<file path="src/rtl/im_loader_pkg.sv">
// Shared types and default widths for the boot-time instruction-memory loader.
package loader_pkg;
    localparam int ADDR_W_DEF = 14;
    localparam int DATA_W_DEF = 32;

    typedef enum logic [1:0] {IDLE, WRITE, READ, DRAIN} ld_state_e;
endpackage

</file>
<file path="src/rtl/im_loader_if.sv">
// Image stream plus IM SRAM port, seen from the loader (master) or its environment (slave).
interface im_loader_if #(
    parameter int ADDR_W = loader_pkg::ADDR_W_DEF,
    parameter int DATA_W = loader_pkg::DATA_W_DEF
) ();
    logic              s_valid;
    logic [DATA_W-1:0] s_data;
    logic              s_ready;
    logic              IM_CEB;
    logic              IM_WEB;
    logic [DATA_W-1:0] IM_BWEB;
    logic [ADDR_W-1:0] IM_A;
    logic [DATA_W-1:0] IM_DI;
    logic [DATA_W-1:0] IM_DO;

    modport master (
        input  s_valid, s_data, IM_DO,
        output s_ready, IM_CEB, IM_WEB, IM_BWEB, IM_A, IM_DI
    );

    modport slave (
        output s_valid, s_data, IM_DO,
        input  s_ready, IM_CEB, IM_WEB, IM_BWEB, IM_A, IM_DI
    );
endinterface

</file>
<file path="src/rtl/im_loader.sv">
// Streams a program image into IM, reads it back, and checks the word sum.
// Holds the CPU off the IM port until the load has finished.
module im_loader
    import loader_pkg::*;
#(
    parameter int ADDR_W = ADDR_W_DEF,
    parameter int DATA_W = DATA_W_DEF
) (
    input  logic              clk,
    input  logic              rst,
    input  logic              start,
    input  logic [ADDR_W-1:0] base_addr,
    input  logic [ADDR_W:0]   word_cnt,
    input  logic [DATA_W-1:0] exp_sum,
    im_loader_if.master       bus,
    output logic              cpu_hold,
    output logic              busy,
    output logic              done,
    output logic              err
);
    ld_state_e         state, state_nxt;
    logic [ADDR_W-1:0] base;
    logic [ADDR_W:0]   cnt;
    logic [ADDR_W:0]   wr_idx;
    logic [ADDR_W:0]   rd_idx;
    logic [DATA_W-1:0] exp_q;
    logic [DATA_W-1:0] wr_sum;
    logic [DATA_W-1:0] rd_sum;
    logic [DATA_W-1:0] rd_sum_nxt;
    logic              rd_vld;
    logic              wr_fire;
    logic              err_nxt;

    assign busy     = (state != IDLE);
    assign cpu_hold = busy | ~rst;

    always_comb begin
        state_nxt   = state;
        wr_fire     = 1'b0;
        bus.s_ready = 1'b0;
        bus.IM_CEB  = 1'b1;
        bus.IM_WEB  = 1'b1;
        bus.IM_BWEB = '1;
        bus.IM_A    = '0;
        bus.IM_DI   = '0;
        // IM_DO belongs to the read issued last cycle
        rd_sum_nxt  = rd_sum + (rd_vld ? bus.IM_DO : '0);
        err_nxt     = (rd_sum_nxt != exp_q) || (wr_sum != exp_q);
        case (state)
            IDLE: begin
                if (start && word_cnt != '0)
                    state_nxt = WRITE;
            end
            WRITE: begin
                bus.s_ready = 1'b1;
                if (bus.s_valid) begin
                    wr_fire     = 1'b1;
                    bus.IM_CEB  = 1'b0;
                    bus.IM_WEB  = 1'b0;
                    bus.IM_BWEB = '0;
                    bus.IM_A    = base + wr_idx[ADDR_W-1:0];
                    bus.IM_DI   = bus.s_data;
                    if (wr_idx + 1'b1 == cnt)
                        state_nxt = READ;
                end
            end
            READ: begin
                bus.IM_CEB = 1'b0;
                bus.IM_A   = base + rd_idx[ADDR_W-1:0];
                if (rd_idx + 1'b1 == cnt)
                    state_nxt = DRAIN;
            end
            DRAIN: state_nxt = IDLE;
            default: state_nxt = IDLE;
        endcase
    end

    always_ff @(posedge clk or negedge rst) begin
        if (!rst) begin
            state  <= IDLE;
            base   <= '0;
            cnt    <= '0;
            exp_q  <= '0;
            wr_idx <= '0;
            rd_idx <= '0;
            wr_sum <= '0;
            rd_sum <= '0;
            rd_vld <= 1'b0;
            done   <= 1'b0;
            err    <= 1'b0;
        end else begin
            state  <= state_nxt;
            done   <= 1'b0;
            rd_vld <= (state == READ);
            case (state)
                IDLE: begin
                    if (start) begin
                        base   <= base_addr;
                        cnt    <= word_cnt;
                        exp_q  <= exp_sum;
                        wr_idx <= '0;
                        rd_idx <= '0;
                        wr_sum <= '0;
                        rd_sum <= '0;
                        err    <= 1'b0;
                        // an empty image completes immediately
                        if (word_cnt == '0)
                            done <= 1'b1;
                    end
                end
                WRITE: begin
                    if (wr_fire) begin
                        wr_sum <= wr_sum + bus.s_data;
                        wr_idx <= wr_idx + 1'b1;
                    end
                end
                READ: begin
                    rd_idx <= rd_idx + 1'b1;
                    rd_sum <= rd_sum_nxt;
                end
                DRAIN: begin
                    rd_sum <= rd_sum_nxt;
                    done   <= 1'b1;
                    err    <= err_nxt;
                end
                default: ;
            endcase
        end
    end
endmodule
</file>
<file path="src/flat_wrapper.sv">
// flat-port wrapper written by rule: the top's interface ports become plain ports
module im_loader_flat import loader_pkg::*;
#(
    parameter int ADDR_W = ADDR_W_DEF,
    parameter int DATA_W = DATA_W_DEF
)
  (clk, rst, start, base_addr, word_cnt, exp_sum, cpu_hold, busy, done, err, bus_s_valid, bus_s_data, bus_IM_DO, bus_s_ready, bus_IM_CEB, bus_IM_WEB, bus_IM_BWEB, bus_IM_A, bus_IM_DI);
  im_loader_if #(.ADDR_W(ADDR_W), .DATA_W(DATA_W)) bus_i ();
  input  logic clk;
  input  logic rst;
  input  logic start;
  input  logic [ADDR_W-1:0] base_addr;
  input  logic [ADDR_W:0] word_cnt;
  input  logic [DATA_W-1:0] exp_sum;
  output logic cpu_hold;
  output logic busy;
  output logic done;
  output logic err;
  input wire logic [$bits(bus_i.s_valid)-1:0] bus_s_valid;
  input wire logic [$bits(bus_i.s_data)-1:0] bus_s_data;
  input wire logic [$bits(bus_i.IM_DO)-1:0] bus_IM_DO;
  output wire logic [$bits(bus_i.s_ready)-1:0] bus_s_ready;
  output wire logic [$bits(bus_i.IM_CEB)-1:0] bus_IM_CEB;
  output wire logic [$bits(bus_i.IM_WEB)-1:0] bus_IM_WEB;
  output wire logic [$bits(bus_i.IM_BWEB)-1:0] bus_IM_BWEB;
  output wire logic [$bits(bus_i.IM_A)-1:0] bus_IM_A;
  output wire logic [$bits(bus_i.IM_DI)-1:0] bus_IM_DI;
  assign bus_i.s_valid = bus_s_valid;
  assign bus_i.s_data = bus_s_data;
  assign bus_i.IM_DO = bus_IM_DO;
  assign bus_s_ready = bus_i.s_ready;
  assign bus_IM_CEB = bus_i.IM_CEB;
  assign bus_IM_WEB = bus_i.IM_WEB;
  assign bus_IM_BWEB = bus_i.IM_BWEB;
  assign bus_IM_A = bus_i.IM_A;
  assign bus_IM_DI = bus_i.IM_DI;
  im_loader #(.ADDR_W(ADDR_W), .DATA_W(DATA_W)) u_core (.clk(clk), .rst(rst), .start(start), .base_addr(base_addr), .word_cnt(word_cnt), .exp_sum(exp_sum), .bus(bus_i), .cpu_hold(cpu_hold), .busy(busy), .done(done), .err(err));
endmodule
</file>
<file path="config.mk">
export PLATFORM = sky130hd
export DESIGN_NAME = im_loader_flat
export DESIGN_NICKNAME = d
export VERILOG_FILES = /design/src/rtl/im_loader_pkg.sv /design/src/rtl/im_loader_if.sv /design/src/rtl/im_loader.sv /design/src/flat_wrapper.sv
export SDC_FILE = /design/constraint.sdc
export NUM_CORES = 1
export LEC_CHECK = 0
export BUFFER_PORTS_ARGS = -buffer_cell sky130_fd_sc_hd__buf_2
export CORE_ASPECT_RATIO = 0.6
export CORE_MARGIN = 1
export CORE_UTILIZATION = 63
export CTS_CLUSTER_SIZE = 40
export DETAILED_ROUTE_END_ITERATION = 7
export PLACE_DENSITY = 0.88
export SETUP_SLACK_MARGIN = 0.02
export SLEW_MARGIN = 20
export SYNTH_ARGS = -nofsm -noshare
export SYNTH_HDL_FRONTEND = slang
export SYNTH_SLANG_ARGS = --single-unit
</file>
<file path="constraint.sdc">
create_clock -name clk -period 5.4 [get_ports clk]
set_input_delay 1.08 -clock clk [delete_from_list [all_inputs] [get_ports clk]]
set_output_delay 1.08 -clock clk [all_outputs]
set_load 0.05 [all_outputs]
</file>
==> impl_metrics.tcl, run 1 <==
set metrics [dict create \
    outcome "finished, final reports clean" \
    antenna_left 0 \
    cts_setup_buffers 0 \
    clk_latency_ns 0.45 \
    crit_required_ns 4.32 \
    synth_cell_types 86 \
    worstSetupPathType "reg2out" \
    final_hold_viol_count 0 \
    crit_slowest_cell "dfrtp_1" \
    vias 12600 \
    drtIter0Drc 1719 \
    period_share_pct 90.9 \
    cts_sinks 160 \
    cp_cell_sequence "ha_1 -> fa_1 -> a21o_1 -> a21o_1 -> a21o_1 -> a21o_1 -> a21oi_1 -> o21ai_0 -> o41ai_1 -> xnor2_1 -> a22oi_1 -> nor2b_1 -> buf_2" \
    ys.warnings.count 0 \
    synth_flop_cell "dfrtp_1" \
    rsz0062_at_grt "false" \
    period_needed_ns 4.91 \
    area.growth.synth_to_final_pct 12.0 \
    clkTransAtPathRegs_ns 0.07 \
    crit_path_end_kind "output port" \
    cp-start-kind "flip-flop" \
    drive_gt1_share_pct 21.0 \
    final_cells 1930 \
    cp.depth 13 \
    cts-root-buf "clkbuf_16" \
    worstPathArrival_ns 3.83 \
    cts-hold-fix-buffers 0 \
    fp.dieArea_um2 21800 \
    path_common_cell "a21o_1" \
    synthArstFlopShare_pct 100 \
    r2r_start "u_core.rd_vld$_DFF_PN0_" \
    groute.usage.overall_pct 38.7 \
    cts_buffer_depth 2 \
    min_from "u_core.rd_sum[20]$_DFFE_PN0P_" \
    slew_viol_final 0 \
    syn_inst 1502 \
    ctsResizeCount 0 \
    die_x_um 190 \
    critPathLaunch "u_core.rd_idx[0]$_DFFE_PN0P_" \
    worstHoldPathCells 2 \
    grt_pass1_wl_mm 64.5 \
    num_io_pins 214 \
    final_nets 1870 \
    fin_skew_ns 0.0113 \
    synth_edf_count 0 \
    ff2ff_path_depth 14 \
    gp_congestion 0.996 \
    row_count 40 \
    placed_cells 1897 \
    synth.net_count 1729 \
    whs_ns 0.492 \
    slowest_delay_ns 0.47 \
    antenna_found_initial 2 \
    post_drt_via_cell_ratio 6.54 \
    setup_tns_ns 0 \
    max_freq_mhz 204 \
    core_um2 20400 \
    drt-total-wl_mm 41.2 \
    max-vdd-ir-drop_uv 395 \
    tightest_slew_ns 0.897 \
    routedWlPerCell_um 21.4 \
    grt_pass1_vias 11600 \
    maxCapViolCount 0 \
    io_buffers 213 \
    dp_hpwl_mm 31.4 \
    p_leak_nw 7.19 \
    path_buf_inv 1 \
    overflow 0 \
    initial_core_util_pct 65.5 \
    drc 0 \
    first_pass_iters 5 \
    hp-class "reg2reg" \
    synth-seq-cells 160 \
    grt_max_degree 74 \
    crit_fanout 7 \
    powerDensity_nw_per_um2 600 \
    avgSynthCellArea_um2 8.90 \
    syn_area_um2 13400 \
    cp_top_family "compound AO/OA/AOI/OAI gates" \
    die_y_um 115 \
    maxSlewHeadroom_pct 40.2 \
    ys_seq_area_share_pct 29.9 \
    numCtsBuffers 17 \
    fillers 1565 \
    setup_viol 0 \
    cts_tree "done" \
    htree_levels 4 \
]
kinds of logic after synthesis:
kind of cell             Yosys count  share of synthesized area (%)
multiplexers                      68                           5.69
flip-flops                       160                           29.9
adder cells (fa/ha/maj)           98                           9.40
AND/OR/NAND/NOR                  465                           17.8
XOR/XNOR                         185                           12.7
AO/OA/AOI/OAI                    396                           19.7
buffers and inverters            130                           4.71
worst paths after layout:
path / to / slack [ns]
max in group asynchronous: u_core.wr_sum[30]$_DFFE_PN0P_ / 3.61
hold / removal: u_core.rd_sum[20]$_DFFE_PN0P_ / 0.49
setup / recovery: bus_IM_A[12] / 0.49
setup reg to reg: u_core.err$_DFFE_PN0P_ / 1.23
hold reg to reg: u_core.rd_sum[20]$_DFFE_PN0P_ / 0.49
min in group asynchronous: u_core.rd_sum[7]$_DFFE_PN0P_ / 0.54
registers in the layout, summed over array words and instances, names as in the netlist:
| signal | count |
|---|---|
| u_core.base | 14 |
| u_core.cnt | 15 |
| u_core.done | 1 |
| u_core.err | 1 |
| u_core.exp_q | 32 |
| u_core.rd_idx | 15 |
| u_core.rd_sum | 32 |
| u_core.rd_vld | 1 |
| u_core.state | 2 |
| u_core.wr_idx | 15 |
| u_core.wr_sum | 32 |
layout by cell type, fill, tap and decap left out, types with 5 or more instances in the layout:
cell type and count:
a21o_1 31, o21ai_0 115, nor4_1 12, o22ai_1 6, o31ai_1 19, and4_1 5
or2_2 6, a211oi_1 5, a22o_1 21, nand2_1 127, or3_1 7, o21bai_1 10
xor2_1 74, clkbuf_16 17, nor2_1 85, mux2_2 63, o21a_1 10, and3_1 56
xnor2_1 105, buf_2 212, xnor3_1 6, nand3_1 28, o211ai_1 8, a31oi_1 19
ha_1 94, buf_4 11, a22oi_1 14, inv_1 28, nor2b_1 27, nand4_1 22
nor3_1 20, and2_1 36, nand2b_1 13, a21oi_1 78, dfrtp_1 160
routing by layer:
layer  vias to the layer above  share of wire, %  GRT usage (%)
met4                         0               2.3           12.2
met5                         -                 0              0
met1                      5992                45           57.8
met2                       819                39           52.6
li1                       5710                 -              -
met3                        93                14           12.1
synth_stat cells (5+ instances only):
cell,n,area [um2]
a211oi_1,5,37.5
a21o_1,31,233
a21oi_1,78,390
a22o_1,21,184
a22oi_1,14,105
a31oi_1,19,119
and2_1,36,225
and3_1,56,350
and4_1,5,43.8
buf_4,32,240
clkbuf_1,62,233
dfrtp_1,160,4000
ha_1,94,1180
inv_1,28,105
mux2_2,63,709
nand2_1,128,480
nand2b_1,13,81.3
nand3_1,28,140
nand4_1,22,138
nor2_1,85,319
nor2b_1,27,169
nor3_1,20,100
nor4_1,12,75.1
o211ai_1,8,60.1
o21a_1,10,75.1
o21ai_0,115,576
o21bai_1,10,75.1
o22ai_1,6,37.5
o31ai_1,20,150
or2_2,6,37.5
or3_1,7,43.8
xnor2_1,105,920
xnor3_1,6,135
xor2_1,74,648
worst register-to-register path: stages, from the launching register on:
cell and delay, ns:
dfrtp_1 0.87, and2_1 0.23, ha_1 0.19, inv_1 0.07
fa_1 0.41, nand2b_1 0.22, a21oi_2 0.38, o21ba_4 0.26
a2bb2oi_4 0.08, xnor2_1 0.37, xor2_1 0.15, a2111oi_0 0.27
and4b_1 0.30, and4_1 0.20, nor2_1 0.04
report_power, final:
group	total, mW	internal [mW]	switching (mW)
registers	2.33	1.66	0.669
clock network	1.29	0.699	0.592
logic	5.37	2.11	3.26
final cells by class:
| class | instances | area (um2) | share of cell area (%) |
|---|---|---|---|
| tap | 273 | 342 | 2.28 |
| multi-input combinational | 1212 | 8760 | 58.5 |
| clock buffer | 17 | 425 | 2.84 |
| timing repair buffer | 224 | 1150 | 7.72 |
| antenna | 1 | 2.50 | 0.0167 |
| inverter | 28 | 105 | 0.702 |
| sequential | 160 | 4000 | 26.8 |
| clock inverter | 15 | 178 | 1.19 |
per-stage QoR:
step / total power, mW / instance area, um2 / utilization, % / worst slack, ns
2_1_floorplan: 6.21 / 13400 / - / 0.994
6_report: 8.99 / 15000 / 73.3 / 0.490
5_1_grt: 9.48 / 15000 / 73.3 / 0.336
3_3_place_gp: 7.36 / 14400 / 70.3 / 1.11
4_1_cts: 8.84 / 15000 / 73.3 / 0.527
3_5_place_dp: 7.52 / 14400 / 70.3 / 1.04
Power figures use the tool's default switching activity.
==> inputs of run 2 (changes only) <==
--- a/config.mk
+++ b/config.mk
@@ -9,6 +9,7 @@
 export CORE_ASPECT_RATIO = 0.6
 export CORE_MARGIN = 1
 export CORE_UTILIZATION = 63
+export CTS_CLUSTER_DIAMETER = 150
 export CTS_CLUSTER_SIZE = 40
 export DETAILED_ROUTE_END_ITERATION = 7
 export PLACE_DENSITY = 0.88
==> constraint.sdc (replaced) <==
create_clock -name clk -period 5.4 [get_ports clk]
set_input_delay 0 -clock clk [delete_from_list [all_inputs] [get_ports clk]]
set_output_delay 0 -clock clk [all_outputs]
set_load 0.05 [all_outputs]
==> run 2 against run 1 <==
  * Worst hold slack got worse by 0.41 ns
  * Sequential cell count unchanged
  * Largest power group unchanged
  * Via count increased by 7.1%
  * Global-route usage increased by 4.4 points
  * Clock power about the same
==> impl_metrics.tcl, run 2 (synthesized netlist as in run 1, its figures left out) <==
set metrics [dict create \
    outcome "finished, final reports clean" \
    final_common_cell "buf_2" \
    routedWlPerCell_um 23.5 \
    antenna_left 0 \
    antenna_found_initial 3 \
    holdPathEnd "u_core.wr_sum[24]$_DFFE_PN0P_" \
    r2r_start "u_core.rd_vld$_DFF_PN0_" \
    io_buffers 213 \
    place_ws_ns 1.38 \
    whs_ns 0.0842 \
    cts_sinks 160 \
    rsz0062_at_grt "false" \
    p_int_mw 4.53 \
    fin_skew_ns 0.0139 \
    clkTransAtPathRegs_ns 0.07 \
    final_cells 1998 \
    swShare_pct 50.9 \
    hp-class "in2reg" \
    clkPwrFrac_pct 14.0 \
    crit_required_ns 5.72 \
    groute.usage.overall_pct 43.2 \
    die_x_um 190 \
    period_needed_ns 4.14 \
    htree_levels 4 \
    cts-hold-fix-buffers 65 \
    grt_pass1_vias 12800 \
    setup_slack_ns 1.26 \
    seqPwrFrac_pct 25.7 \
    max_freq_mhz 242 \
    row_count 40 \
    combPwrFrac_pct 60.3 \
    final_cell_mix "buf_2, dfrtp_1, nand2_1" \
    dp_hpwl_mm 32.5 \
    setup_viol 0 \
    area.growth.synth_to_final_pct 16.9 \
    overflow 0 \
    placed_cells 1897 \
    drt-total-wl_mm 47.0 \
    grt_pass1_wl_mm 71.7 \
    period_share_pct 76.7 \
    worstHoldPathCells 4 \
    crit_fanout 32 \
    die_y_um 115 \
    core_um2 20400 \
    max-vdd-ir-drop_uv 424 \
    num_io_pins 214 \
    final_nets 1935 \
    cts_tree "done" \
    maxSlewHeadroom_pct 25.3 \
    reg_top3 "u_core.exp_q x32, u_core.rd_sum x32, u_core.wr_sum x32" \
    cts_buffer_depth 2 \
    ctsResizeCount 0 \
    initial_core_util_pct 65.5 \
    powerDensity_nw_per_um2 590 \
    tightest_slew_ns 1.12 \
    drive_gt1_share_pct 20.2 \
    grt_max_degree 100 \
    clk_latency_ns 0.45 \
    r2r_slack_ns 1.26 \
    p_sw_mw 4.69 \
    crit_path_end_kind "flip-flop" \
    cp-start-kind "flip-flop" \
    post_drt_via_cell_ratio 6.76 \
    cts-root-buf "clkbuf_16" \
    numCtsBuffers 17 \
    maxCapViolCount 0 \
    p_leak_nw 7.47 \
    drc 0 \
    worstSetupPathType "reg2reg" \
    cts_setup_buffers 0 \
    min_from "bus_s_data[24]" \
    gp_congestion 0.993 \
    r2r-end "u_core.err$_DFFE_PN0P_" \
    worstPathArrival_ns 4.46 \
    fp.dieArea_um2 21800 \
    first_pass_iters 8 \
    final_hold_viol_count 0 \
    ff2ff_path_depth 14 \
    vias 13500 \
    setup_tns_ns 0 \
    drtIter0Drc 1661 \
    slew_viol_final 0 \
]
==> run 2: cell count changes in the layout (fill, tap and decap cells not counted), moves of 2 or more <==
cell and change:
dlygate4sd3_1 +65, clkinv_4 +2, clkinvlp_4 -2, clkbuf_8 +2
diode_2 +3
==> run 2: cell type report <==
| type | instances | area, um2 |
|---|---|---|
| clock inverter | 12 | 148 |
| fill | 1345 | 4790 |
| timing repair buffer | 289 | 1810 |
| clock buffer | 20 | 457 |
| tap | 273 | 342 |
| sequential | 160 | 4000 |
| multi-input combinational | 1212 | 8750 |
| antenna | 4 | 10.0 |
| inverter | 28 | 105 |
==> run 2: worst max-delay path, stage by stage, from the launching register on <==
cell      delay (ns)
dfrtp_1         0.88
and2_1          0.23
ha_1            0.20
inv_1           0.07
fa_1            0.41
nand2b_1        0.21
a21oi_2         0.33
o21ba_4         0.23
o21ai_1         0.09
xnor2_1         0.28
xor2_1          0.12
nor4_1          0.46
and4b_1         0.26
and4_1          0.19
nor2_1          0.05
==> run 2: power by group through the flow <==
stage / registers, mW / logic (mW) / clock network, mW
6_report: 2.37 / 5.55 / 1.29
2_1_floorplan: 2.05 / 4.16 / 0
3_3_place_gp: 2.29 / 5.10 / 0
3_5_place_dp: 2.31 / 5.24 / 0
5_1_grt: 2.38 / 5.90 / 1.33
4_1_cts: 2.29 / 5.33 / 1.27
==> run 2: worst max-delay path by stage <==
stage | end | cells past startpoint | start | slack [ns]
after floorplan | bus_IM_A[12] | 12 | u_core.wr_idx[0]$_DFFE_PN0P_ | 2.07
after global placement | u_core.err$_DFFE_PN0P_ | 12 | u_core.rd_vld$_DFF_PN0_ | 1.54
after detailed placement | u_core.err$_DFFE_PN0P_ | 14 | u_core.rd_vld$_DFF_PN0_ | 1.38
after CTS | u_core.err$_DFFE_PN0P_ | 14 | u_core.rd_vld$_DFF_PN0_ | 1.36
after global routing | u_core.err$_DFFE_PN0P_ | 14 | u_core.rd_vld$_DFF_PN0_ | 0.93
final | u_core.err$_DFFE_PN0P_ | 14 | u_core.rd_vld$_DFF_PN0_ | 1.26
==> run 2: metrics by stage <==
step	util [%]	cell area, um2	total power, mW
2_1_floorplan	-	13400	6.21
3_3_place_gp	70.3	14400	7.39
3_5_place_dp	70.3	14400	7.55
4_1_cts	76.5	15600	8.89
5_1_grt	76.5	15600	9.62
6_report	76.5	15600	9.21
==> run 2: metal layers <==
layer  vias up  share of wire (%)  global-route usage (%)
li1       5809                  -                       -
met1      6402                 41                    60.0
met2      1093                 40                    60.5
met3       209                 15                    15.8
met4         0                4.0                    17.5
met5         -                  0                       0
==> inputs of run 3 (changes only) <==
--- a/config.mk
+++ b/config.mk
@@ -8,11 +8,11 @@
 export BUFFER_PORTS_ARGS = -buffer_cell sky130_fd_sc_hd__buf_2
 export CORE_ASPECT_RATIO = 0.6
 export CORE_MARGIN = 1
-export CORE_UTILIZATION = 63
+export CORE_UTILIZATION = 59
 export CTS_CLUSTER_DIAMETER = 150
 export CTS_CLUSTER_SIZE = 40
 export DETAILED_ROUTE_END_ITERATION = 7
-export PLACE_DENSITY = 0.88
+export PLACE_DENSITY = 0.83
 export SETUP_SLACK_MARGIN = 0.02
 export SLEW_MARGIN = 20
 export SYNTH_ARGS = -nofsm -noshare
==> constraint.sdc (replaced) <==
create_clock -name clk -period 3.94 [get_ports clk]
set_input_delay 0 -clock clk [delete_from_list [all_inputs] [get_ports clk]]
set_output_delay 0 -clock clk [all_outputs]
set_load 0.05 [all_outputs]
==> run 3 against run 2 <==
  * Final cell count is 2.2% higher
  * Global-route usage is 5.0 points lower
  * Die area is 6.7% higher
  * First-iteration DRC count is 7.8% higher
  * Non-clock buffer count is 11 higher
==> impl_metrics.tcl, run 3 (synthesized netlist as in run 1, its figures left out) <==
set metrics [dict create \
    outcome "finished, final reports clean" \
    maxCapViolCount 0 \
    routedWlPerCell_um 21.4 \
    combPwrFrac_pct 60.6 \
    powerDensity_nw_per_um2 788 \
    seq_area_um2 4010 \
    tightest_slew_ns 1.17 \
    stdcell_area_um2 15800 \
    grt_pass1_vias 12200 \
    initial_core_util_pct 60.4 \
    hp-class "in2reg" \
    p_leak_nw 7.53 \
    worstPathArrival_ns 3.74 \
    cts_tree "done" \
    fin_skew_ns 0.0110 \
    seqPwrFrac_pct 25.8 \
    final_hold_viol_count 0 \
    die_x_um 196 \
    maxSlewHeadroom_pct 22.0 \
    crit_required_ns 3.94 \
    die_y_um 119 \
    place_area_um2 14500 \
    clkPwrFrac_pct 13.6 \
    antenna_left 0 \
    crit_path_end_kind "output port" \
    cts_sinks 160 \
    swShare_pct 50.3 \
    numCtsBuffers 17 \
    fp.dieArea_um2 23300 \
    cp-start-kind "flip-flop" \
    p_sw_mw 6.23 \
    drt-total-wl_mm 43.8 \
    gp_congestion 1.01 \
    reg_top3 "u_core.exp_q x32, u_core.rd_sum x32, u_core.wr_sum x32" \
    setup_slack_ns 0.198 \
    overflow 0 \
    crit_fanout 7 \
    area.growth.synth_to_final_pct 17.8 \
    multi_input_area_um2 8780 \
    clkTransAtPathRegs_ns 0.07 \
    drive_gt1_share_pct 21.1 \
    worstSetupPathType "reg2out" \
    cts-root-buf "clkbuf_16" \
    place_ws_ns 0.196 \
    setup_tns_ns 0 \
    period_needed_ns 3.74 \
    period_share_pct 95.0 \
    vias 12900 \
    dp_hpwl_mm 32.4 \
    final_nets 1946 \
    setup_viol 0 \
    p_int_mw 6.17 \
    post_drt_via_cell_ratio 6.31 \
    grt_pass1_wl_mm 68.3 \
    io_buffers 213 \
    slew_viol_final 0 \
    rsz0062_at_grt "false" \
    drc 0 \
    fillers 1707 \
    row_count 42 \
    grt_max_degree 88 \
    final_cell_mix "buf_2, dfrtp_1, nand2_1" \
    antenna_found_initial 0 \
    htree_levels 4 \
    drtIter0Drc 1790 \
    max_freq_mhz 267 \
    num_io_pins 214 \
    cts_buffer_depth 2 \
    clk_latency_ns 0.45 \
    first_pass_iters 6 \
    groute.usage.overall_pct 38.1 \
    final_common_cell "buf_2" \
    max-vdd-ir-drop_uv 357 \
    core_um2 22100 \
]
## run 3: changes by cell type in the layout (fill, tap and decap cells not counted), sizes merged
| cell | delta |
|---|---|
| clkinvlp | +2 |
| diode | -3 |
| buf | +12 |
| bufinv | -1 |
| inv | +1 |
| clkbuf | -2 |
| dlygate4sd3 | -1 |
## run 3: what timing repair did
item	in CTS	in global routing
gates resized for setup	1	8
buffers inserted	0	0
hold buffers	64	0
pin swaps	0	1
hold endpoints to repair	148	0
setup endpoints to repair	1	2
## run 3: metal layers
metal	track usage, %	up-vias	wire length (um)
met5	0	-	0
met2	52.1	885	17300
li1	-	5839	-
met3	9.56	102	5890
met4	12.0	0	1080
met1	58.1	6062	19500
## run 3: final timing paths
path | depth (start not counted) | endpoint | start | slack, ns
min in group asynchronous | 2 | u_core.rd_sum[9]$_DFFE_PN0P_ | rst | 0.18
worst min register to register | 2 | u_core.rd_sum[20]$_DFFE_PN0P_ | u_core.rd_sum[20]$_DFFE_PN0P_ | 0.49
worst max register to register | 13 | u_core.err$_DFFE_PN0P_ | u_core.rd_vld$_DFF_PN0_ | 0.23
worst max-delay path | 13 | bus_IM_A[12] | u_core.rd_idx[0]$_DFFE_PN0P_ | 0.20
worst min-delay path | 3 | u_core.wr_sum[1]$_DFFE_PN0P_ | bus_s_data[1] | 0.03
max in group asynchronous | 3 | u_core.wr_sum[24]$_DFFE_PN0P_ | rst | 2.68
## run 3: stage by stage
stage               hold WS, ns  cells  util [%]  power (mW)
global route             0.0440   2040      71.2        13.1
detailed placement        0.117   1944      65.5        10.4
CTS                      0.0145   2040      71.1        12.2
global placement          0.111   1944      65.5        10.2
finish                   0.0284   2041      71.2        12.4
floorplan                -0.296   1502         -        8.52
## run 3: layout make-up
type,count,area share (%)
diodes,1,0.0159
clock buffers,18,2.79
clock inverters,14,0.929
inverters,28,0.667
multi-input cells,1212,55.7
flip-flops and latches,160,25.4
well taps,308,2.45
repair buffers,300,12.0
## run 3: power by group through the flow
stage	Sequential, mW	Clock [mW]	Combinational (mW)
CTS	3.14	1.70	7.36
detailed placement	3.16	0	7.25
global route	3.25	1.77	8.07
floorplan	2.81	0	5.70
finish	3.20	1.69	7.52
global placement	3.13	0	7.09
## run 3: worst max-delay path, stage by stage, from the launching register on
cell and delay, ns:
dfrtp_2 0.47, ha_1 0.27, fa_1 0.40, a21o_1 0.20, a21o_1 0.20, a21o_1 0.18, a21o_1 0.19, a21oi_1 0.20
o21ai_1 0.14, o41ai_2 0.41, xnor2_1 0.18, a22oi_1 0.11, nor2b_1 0.14, buf_4 0.21
